==> src/rtl/rs232_pkg.sv <==
// rs232_pkg: shared definitions for the RS-232 receiver and transmitter.
// Holds the baud constants, the divisor helper, the receiver state type and
// the 2-of-3 vote used when the RS232_RX_MAJORITY_EN build option is enabled.
package rs232_pkg;

  localparam int BAUD_FAST = 115200;
  localparam int BAUD_SLOW = 9600;

  // Receiver frame states
  typedef enum logic [2:0] {
    ST_IDLE      = 3'd0,
    ST_START     = 3'd1,
    ST_DATA      = 3'd2,
    ST_STOP      = 3'd3,
    ST_WAIT_HIGH = 3'd4
  } rx_state_t;

  // Clock cycles per bit, truncated integer division
  function automatic int div_of(input int clock_freq, input int baud);
    return clock_freq / baud;
  endfunction

  // 2-of-3 majority vote
  function automatic logic maj3(input logic a, input logic b, input logic c);
    return (a & b) | (a & c) | (b & c);
  endfunction

endpackage

==> src/rtl/rs232_sync2.sv <==
// rs232_sync2: two-flop synchroniser for an asynchronous input pin.
// Reset value is a parameter so idle-high lines come out of reset idle.
module rs232_sync2 #(
  parameter logic RST_VAL = 1'b1
) (
  input  logic clk,
  input  logic rst_n,
  input  logic i_d,
  output logic o_q
);

  logic r_meta;
  logic r_sync;

  // Two-stage capture of the asynchronous pin
  always_ff @(posedge clk or negedge rst_n) begin
    if (!rst_n) begin
      r_meta <= RST_VAL;
      r_sync <= RST_VAL;
    end else begin
      r_meta <= i_d;
      r_sync <= r_meta;
    end
  end

  assign o_q = r_sync;

endmodule

==> src/rtl/rs232_rx.sv <==
// rs232_rx: 8N1 serial receiver with run-time baud select (fsel).
// Synchronises rxd, finds the start bit, samples each bit at its centre and
// strobes rdy for one cycle per good byte (ferr on a bad stop bit).
// Build option RS232_RX_MAJORITY_EN: each bit decision becomes a 2-of-3 vote
// of samples taken at counter values 2*s, s and 0 (s = div/16).
module rs232_rx
  import rs232_pkg::*;
#(
  parameter int clock_freq = 50_000_000
) (
  input  logic       clk,
  input  logic       rst_n,
  input  logic       fsel,
  input  logic       rxd,
  output logic [7:0] data_out,
  output logic       rdy,
  output logic       ferr,
  output logic       busy
);

  localparam int DIV_FAST = div_of(clock_freq, BAUD_FAST);
  localparam int DIV_SLOW = div_of(clock_freq, BAUD_SLOW);
  localparam int CW       = $clog2(DIV_SLOW) + 1;

  localparam logic [CW-1:0] DIV_FAST_C = CW'(DIV_FAST);
  localparam logic [CW-1:0] DIV_SLOW_C = CW'(DIV_SLOW);

  logic            w_rxs;
  logic            w_bit;
  logic            w_expire;
  logic [CW-1:0]   w_div_sel;

  rx_state_t       r_state;
  logic [CW-1:0]   r_cnt;
  logic [CW-1:0]   r_div;
  logic [2:0]      r_bit_idx;
  logic [7:0]      r_shift;
  logic [7:0]      r_data;
  logic            r_rdy;
  logic            r_ferr;
  logic            r_busy;

  rs232_sync2 #(
    .RST_VAL (1'b1)
  ) u_sync (
    .clk   (clk),
    .rst_n (rst_n),
    .i_d   (rxd),
    .o_q   (w_rxs)
  );

  assign w_div_sel = fsel ? DIV_SLOW_C : DIV_FAST_C;
  assign w_expire  = (r_cnt == '0);

`ifdef RS232_RX_MAJORITY_EN
  logic [CW-1:0] r_step;
  logic          r_v2;
  logic          r_v1;

  // Latch the vote spacing with the divisor and collect the two early samples
  always_ff @(posedge clk or negedge rst_n) begin
    if (!rst_n) begin
      r_step <= '0;
      r_v2   <= 1'b1;
      r_v1   <= 1'b1;
    end else begin
      if (r_state == ST_IDLE && !w_rxs) begin
        r_step <= w_div_sel >> 4;
      end
      if (r_state != ST_IDLE) begin
        if (r_cnt == (r_step << 1)) begin
          r_v2 <= w_rxs;
        end
        if (r_cnt == r_step) begin
          r_v1 <= w_rxs;
        end
      end
    end
  end

  assign w_bit = maj3(r_v2, r_v1, w_rxs);
`else
  assign w_bit = w_rxs;
`endif

  // Frame FSM: baud counting, bit sampling and registered strobes
  always_ff @(posedge clk or negedge rst_n) begin
    if (!rst_n) begin
      r_state   <= ST_IDLE;
      r_cnt     <= '0;
      r_div     <= DIV_FAST_C;
      r_bit_idx <= '0;
      r_shift   <= '0;
      r_data    <= '0;
      r_rdy     <= 1'b0;
      r_ferr    <= 1'b0;
      r_busy    <= 1'b0;
    end else begin
      r_rdy  <= 1'b0;
      r_ferr <= 1'b0;
      case (r_state)
        ST_IDLE: begin
          r_cnt <= '0;
          if (!w_rxs) begin
            // Divisor is frozen for the whole frame; first wait is half a bit
            r_div   <= w_div_sel;
            r_cnt   <= (w_div_sel >> 1) - 1'b1;
            r_state <= ST_START;
            r_busy  <= 1'b1;
          end
        end
        ST_START: begin
          if (w_expire) begin
            if (!w_bit) begin
              r_cnt     <= r_div - 1'b1;
              r_bit_idx <= '0;
              r_state   <= ST_DATA;
            end else begin
              // Line back high at start-bit centre: treat as a glitch
              r_state <= ST_IDLE;
              r_busy  <= 1'b0;
            end
          end else begin
            r_cnt <= r_cnt - 1'b1;
          end
        end
        ST_DATA: begin
          if (w_expire) begin
            r_shift <= {w_bit, r_shift[7:1]};
            r_cnt   <= r_div - 1'b1;
            if (r_bit_idx == 3'd7) begin
              r_state <= ST_STOP;
            end else begin
              r_bit_idx <= r_bit_idx + 3'd1;
            end
          end else begin
            r_cnt <= r_cnt - 1'b1;
          end
        end
        ST_STOP: begin
          if (w_expire) begin
            if (w_bit) begin
              r_data  <= r_shift;
              r_rdy   <= 1'b1;
              r_state <= ST_IDLE;
              r_busy  <= 1'b0;
            end else begin
              r_ferr  <= 1'b1;
              r_state <= ST_WAIT_HIGH;
            end
          end else begin
            r_cnt <= r_cnt - 1'b1;
          end
        end
        ST_WAIT_HIGH: begin
          // A held-low line (break) must not be taken as a new start bit
          if (w_rxs) begin
            r_state <= ST_IDLE;
            r_busy  <= 1'b0;
          end
        end
        default: begin
          r_state <= ST_IDLE;
          r_busy  <= 1'b0;
        end
      endcase
    end
  end

  assign data_out = r_data;
  assign rdy      = r_rdy;
  assign ferr     = r_ferr;
  assign busy     = r_busy;

endmodule
==> config.mk <==
export PLATFORM = sky130hd
export DESIGN_NAME = rs232_rx
export DESIGN_NICKNAME = d
export VERILOG_FILES = /design/src/rtl/rs232_pkg.sv /design/src/rtl/rs232_sync2.sv /design/src/rtl/rs232_rx.sv
export SDC_FILE = /design/constraint.sdc
export NUM_CORES = 1
export LEC_CHECK = 0
export BUFFER_PORTS_ARGS = -buffer_cell sky130_fd_sc_hd__buf_2
export CORE_AREA = 2 2 94 87
export CTS_BUF_LIST = sky130_fd_sc_hd__clkbuf_4 sky130_fd_sc_hd__clkbuf_8 sky130_fd_sc_hd__clkbuf_16
export DETAILED_ROUTE_END_ITERATION = 16
export DIE_AREA = 0 0 96 89
export HOLD_SLACK_MARGIN = 0.02
export PLACE_DENSITY = 0.51
export REMOVE_ABC_BUFFERS = 1
export SLEW_MARGIN = 10
export SYNTH_ARGS = -nofsm -noshare
export SYNTH_HDL_FRONTEND = slang
export SYNTH_SLANG_ARGS = --single-unit
==> constraint.sdc <==
create_clock -name clk -period 2.4 [get_ports clk]
set_input_delay 0.48 -clock clk [delete_from_list [all_inputs] [get_ports clk]]
set_output_delay 0.48 -clock clk [all_outputs]
set_load 0.02 [all_outputs]
==> flow_metrics.tcl, run 1 <==
set metrics [dict create \
    grt_antenna_before_repair 0 \
    post-route-period-util 0.914 \
    vias 1808 \
    grt.total_usage 0.130 \
    mostFrequentLayoutCells "dfrtp_1 (40), mux2_2 (19), nor2_1 (17)" \
    synth.cell_area_sq_mm 0.00245 \
    clkPwrFrac 0.178 \
    syn_area_per_cell_sq_um 11.1 \
    final_common_cell "dfrtp_1" \
    slew_violations 0 \
    yosysWarningCount 0 \
    async_flop_share 1.00 \
    diodes 0 \
    comb_power_share 0.407 \
    rr_worst_depth 7 \
    postCtsSetupBuffers 0 \
    crit_slowest_cell "and4_1" \
    hold_viol 0 \
    synthFlopType "dfrtp_1" \
    clkLatencyLatePin_ns 0.29 \
    die_area_sq_mm 0.00854 \
    grt_pass1_vias 1758 \
    cp.arrival_ns 2.37 \
    yosysSeqAreaShare 0.441 \
    critPathLaunchType "flop" \
    grt.overflow.total 0 \
    cts_hold_buf 0 \
    fin_util 0.367 \
    skew_ns 0.00496 \
    start_util 0.328 \
    setup_ws_ns 0.207 \
    slowest_delay_ns 0.46 \
    outcome "complete, no violations" \
    cts_tree "built" \
    power.internal_uw 1590 \
    hpwlAfterDp_mm 3.68 \
    synth_edf_count 0 \
    path_class "flop to flop" \
    reg2reg_to "r_shift[3]" \
    ir_drop_uv 369 \
    clk_path_buf_depth 2 \
    layout-drive-gt1-share 0.346 \
    htreeDepth 2 \
    ys_ff_latch 43 \
    endpoint_kind "flop" \
    via_per_inst 5.29 \
    p_per_area_mw_per_mm2 948 \
    cp.required_ns 2.58 \
    grt_pass1_wl_mm 8.56 \
    cts_resized 0 \
    p_switching_uw 1010 \
    seq_power_share 0.415 \
    clock-root-buffer "clkbuf_8" \
    sw_frac_of_total 0.389 \
    post_drt_wl_per_cell_um 15.3 \
    die-height_um 89 \
    rows 30 \
    core_sq_mm 0.00747 \
    path_max_fanout 9 \
    detail-route-antenna-nets 0 \
    drtPass1Iterations 4 \
    finalNetCount 254 \
    setup_viol 0 \
    tightest_slew_ns 0.580 \
    rrSetupSlack_ns 0.21 \
    boundaryPins 15 \
    area_delta_synth_final_pct 12.0 \
    fp.dieW_um 96 \
    gp_congestion 0.845 \
    ys_types 62 \
    drt_iter0_markers 132 \
    io_buffers 14 \
    slew_headroom 0.612 \
    maxCapViolCount 0 \
    fmax_mhz 456 \
    min_path_type "primary input to asynchronous set/reset pin" \
    cts.sinks 43 \
    cts_buffers 5 \
    cp_top_family "simple AND/OR/NAND/NOR gates" \
    path_cells "inv_1, ha_1, nor4b_4, and4_1, buf_4, nand2_2, mux2_2" \
    r2r-start "r_cnt[0]" \
    power.leakage_uw 0.00127 \
    path_buf_inv 2 \
    syn_inst 221 \
    finalWirelength_mm 5.24 \
    place_ws_ns 0.219 \
    route.detailed.drc 0 \
    min_period_ns 2.19 \
    tns_ns 0 \
    rsz0062_at_grt "no" \
    grt_max_degree 44 \
    cts.clk_slew.worst_paths_ns 0.08 \
]
-- power groups by stage --
stage	combinational [uW]	sequential [uW]	clock (uW)
finish	1060	1080	462
CTS	1060	1070	484
global placement	1060	1090	0
detailed placement	1060	1080	0
floorplan	734	1050	0
global route	1190	1110	510
-- worst register-to-register path, stage by stage (launching register included) --
cell,delay [ns]
dfrtp_1,0.42
inv_1,0.12
ha_1,0.15
nor4b_4,0.20
and4_1,0.46
buf_4,0.24
nand2_2,0.17
mux2_2,0.32
-- sequential cells by signal, indices dropped and copies added, names as in the netlist --
signal and count:
r_cnt 14, data_out 8, r_shift 8, r_bit_idx 3
r_state 3, r_div 2, busy 1, ferr 1
rdy 1, u_sync.o_q 1, u_sync.r_meta 1
-- how the worst max path moves through the flow --
stage,slack [ns],depth (start not counted),to,from
2_1_floorplan,0.18,7,r_cnt[5],r_cnt[0]
3_5_place_dp,0.22,7,r_cnt[12],r_cnt[0]
4_1_cts,0.19,7,r_cnt[12],r_cnt[0]
5_1_grt,0.05,7,r_shift[3],r_cnt[0]
3_3_place_gp,0.28,7,r_cnt[10],r_cnt[0]
6_report,0.21,7,r_shift[3],r_cnt[0]
-- metrics by stage --
step	instance area, sq um	hold WS (ns)	power, uW	std cells
after CTS	2730	0.153	2620	341
after floorplan	2330	0.184	1790	209
after global routing	2740	0.177	2800	342
after detailed placement	2640	0.352	2140	333
final	2740	0.147	2600	342
after global placement	2640	0.345	2150	333
-- cells in the mapped netlist (2+ instances only) --
cell	number	area share
dfrtp_1	40	0.41
mux2_2	19	0.087
nor2_1	17	0.026
nand2_1	14	0.021
o21ai_0	14	0.029
a21oi_1	9	0.018
a22o_1	8	0.029
inv_1	8	0.012
buf_6	5	0.023
ha_1	5	0.026
nand3_1	5	0.010
nor3_1	5	0.010
clkbuf_1	3	0.0046
dfstp_2	3	0.032
mux2i_1	3	0.012
o211ai_1	3	0.0092
o31ai_1	3	0.0092
a21o_1	2	0.0061
a2bb2oi_1	2	0.0072
a31oi_1	2	0.0051
buf_4	2	0.0061
nand4_1	2	0.0051
nor3_2	2	0.0082
o2bb2ai_1	2	0.0072
o41ai_1	2	0.0072
or2_2	2	0.0051
or2b_2	2	0.0072
or3_1	2	0.0051
or4_1	2	0.0061
-- area by class of cell --
class,count,area [sq um]
Timing Repair Buffer,28,188
Tap cell,96,120
Multi-Input combinational cell,159,1230
Inverter,8,30.0
Sequential cell,43,1080
Fill cell,725,4730
Clock buffer,6,76.3
Clock inverter,2,12.5
-- metal layers --
layer,vias up,track usage,wire [um]
met3,9,0.0270,172
met1,896,0.178,2610
met5,-,0,0
li1,875,-,-
met2,28,0.197,2360
met4,0,0.0597,95
-- kinds of logic after synthesis --
family | Yosys count | share of synthesized area
fa+ha+maj | 5 | 0.0255
simple gates | 67 | 0.175
buf+inv | 20 | 0.0598
compound gates | 64 | 0.199
mux | 22 | 0.0996
flops | 43 | 0.441
(Power assumes the default switching activity.)
==> inputs of run 2 (changes only) <==
--- a/config.mk
+++ b/config.mk
@@ -6,10 +6,10 @@
 export NUM_CORES = 1
 export LEC_CHECK = 0
 export BUFFER_PORTS_ARGS = -buffer_cell sky130_fd_sc_hd__buf_2
-export CORE_AREA = 2 2 94 87
+export CORE_AREA = 2 2 103 80
 export CTS_BUF_LIST = sky130_fd_sc_hd__clkbuf_4 sky130_fd_sc_hd__clkbuf_8 sky130_fd_sc_hd__clkbuf_16
 export DETAILED_ROUTE_END_ITERATION = 16
-export DIE_AREA = 0 0 96 89
+export DIE_AREA = 0 0 105 82
 export HOLD_SLACK_MARGIN = 0.02
 export PLACE_DENSITY = 0.51
 export REMOVE_ABC_BUFFERS = 1
==> run 2 against run 1 <==
  * Global-route usage fell by 0.063 points
  * Worst hold slack improved by 0.12 ns
  * Critical endpoint is now r_cnt[5]
  * Critical path depth rose by 1
  * Non-clock buffer count fell by 3
  * Sequential cell count did not move
  * Total power rose by 4.2%
  * Core utilization fell by 0.64 points
  * Register-to-register slack barely moved
  * Sequential power barely moved
  * Clock-buffer cell count fell by 1
  * Combinational power barely moved
  * Design area rose by 0.46%
==> flow_metrics.tcl, run 2 (synthesis results as in run 1) <==
set metrics [dict create \
    crit_slowest_cell "dfrtp_1" \
    skew_ns 0.00616 \
    cts.sinks 43 \
    area_delta_synth_final_pct 12.5 \
    outcome "complete, no violations" \
    grt_antenna_before_repair 0 \
    fp.dieW_um 105 \
    reg2reg_to "r_cnt[5]" \
    p_total_uw 2710 \
    vias 1802 \
    finalWirelength_mm 5.33 \
    drt_iter0_markers 117 \
    clock-root-buffer "clkbuf_8" \
    cts_resized 0 \
    largest_register_ffs 14 \
    hpwlAfterDp_mm 3.75 \
    layout-drive-gt1-share 0.337 \
    postCtsSetupBuffers 0 \
    p_switching_uw 1050 \
    setup_viol 0 \
    critPathLaunchType "flop" \
    mostFrequentLayoutCells "dfrtp_1 (40), mux2_2 (19), nor2_1 (17)" \
    fillers 803 \
    clk_path_buf_depth 2 \
    grt_max_degree 41 \
    finalNetCount 251 \
    min_path_type "primary input to flop" \
    htreeDepth 2 \
    fmax_mhz 457 \
    power.internal_uw 1660 \
    grt.overflow.total 0 \
    via_per_inst 5.18 \
    rows 28 \
    seq_power_share 0.398 \
    maxCapViolCount 0 \
    ir_drop_uv 496 \
    boundaryPins 15 \
    clkPwrFrac 0.211 \
    comb_power_share 0.391 \
    top_register "r_cnt" \
    hold_viol 0 \
    cp.arrival_ns 2.38 \
    cts_buffers 5 \
    cts_tree "built" \
    drtPass1Iterations 4 \
    p_per_area_mw_per_mm2 984 \
    tns_ns 0 \
    rr_worst_depth 8 \
    core_sq_mm 0.00764 \
    min_period_ns 2.19 \
    clkLatencyLatePin_ns 0.30 \
    slew_headroom 0.416 \
    sw_frac_of_total 0.387 \
    rrSetupSlack_ns 0.21 \
    post_drt_wl_per_cell_um 15.3 \
    path_class "flop to flop" \
    gp_congestion 0.841 \
    cp.required_ns 2.59 \
    endpoint "r_cnt[5]" \
    path_max_fanout 17 \
    detail-route-antenna-nets 0 \
    diodes 0 \
    cts.clk_slew.worst_paths_ns 0.08 \
    cp-startpoint "r_cnt[0]" \
    slew_violations 0 \
    tightest_slew_ns 0.877 \
    path_cells "inv_1, ha_1, nor4b_4, and4_1, buf_12, a31o_2, a31oi_1, o22a_2" \
    grt.total_usage 0.129 \
    post-route-period-util 0.911 \
    r2r-start "r_cnt[0]" \
    die_area_sq_mm 0.00861 \
    power.leakage_uw 0.00126 \
    route.detailed.drc 0 \
    grt_pass1_vias 1708 \
    final_common_cell "dfrtp_1" \
    die-height_um 82 \
    grt_pass1_wl_mm 8.82 \
    start_util 0.321 \
    cts_hold_buf 0 \
    io_buffers 14 \
    rsz0062_at_grt "no" \
    endpoint_kind "flop" \
    slowest_delay_ns 0.43 \
]
## run 2: cell types whose count changed in the layout (fill, tap and decap cells not counted), sizes merged
| cell | change |
|---|---|
| clkinv | +1 |
| buf | -3 |
| clkinvlp | -1 |
| bufinv | +1 |
| clkbuf | -1 |
## run 2: routing by layer
metal | GRT usage | share of wire | up-vias
li1 | - | - | 876
met1 | 0.198 | 0.53 | 874
met2 | 0.181 | 0.41 | 44
met3 | 0.0262 | 0.045 | 8
met4 | 0.0400 | 0.013 | 0
met5 | 0 | 0 | -
## run 2: how the worst min path moves through the flow
stage | start | slack, ns | end | cells past startpoint
after floorplan | rst_n | 0.18 | busy | 0
after global placement | u_sync.r_meta | 0.35 | u_sync.o_q | 0
after detailed placement | u_sync.r_meta | 0.35 | u_sync.o_q | 0
after CTS | rxd | 0.26 | u_sync.r_meta | 1
after global routing | rxd | 0.25 | u_sync.r_meta | 1
final | rxd | 0.27 | u_sync.r_meta | 1
## run 2: critical path, delay by kind of cell, from the launching register on
kind / cells / cell delay [ns]
simple gates: 2 / 0.63
compound gates: 3 / 0.57
flops: 1 / 0.43
fa+ha+maj: 1 / 0.15
buf+inv: 2 / 0.29
## run 2: power groups by stage
stage	clock, uW	combinational (uW)	sequential (uW)
2_1_floorplan	0	734	1050
3_3_place_gp	0	1040	1090
3_5_place_dp	0	1040	1090
4_1_cts	597	1040	1080
5_1_grt	625	1170	1110
6_report	571	1060	1080
## run 2: area by class of cell
cell class / instances / area, sq um / share of cell area
multi-input combinational: 159 / 1230 / 0.448
sequential: 43 / 1080 / 0.392
timing repair buffer: 25 / 165 / 0.0600
tap: 105 / 131 / 0.0477
inverter: 8 / 30.0 / 0.0109
clock buffer: 5 / 68.8 / 0.0250
clock inverter: 3 / 43.8 / 0.0159
## run 2: through the flow
step	setup slack, ns	cells	hold WS, ns	util	instance area, sq um
2_1_floorplan	0.175	209	0.184	-	2330
3_3_place_gp	0.195	339	0.351	0.344	2630
6_report	0.214	348	0.270	0.361	2750
5_1_grt	0.0748	348	0.250	0.361	2750
3_5_place_dp	0.122	339	0.349	0.344	2630
4_1_cts	0.107	347	0.261	0.359	2740
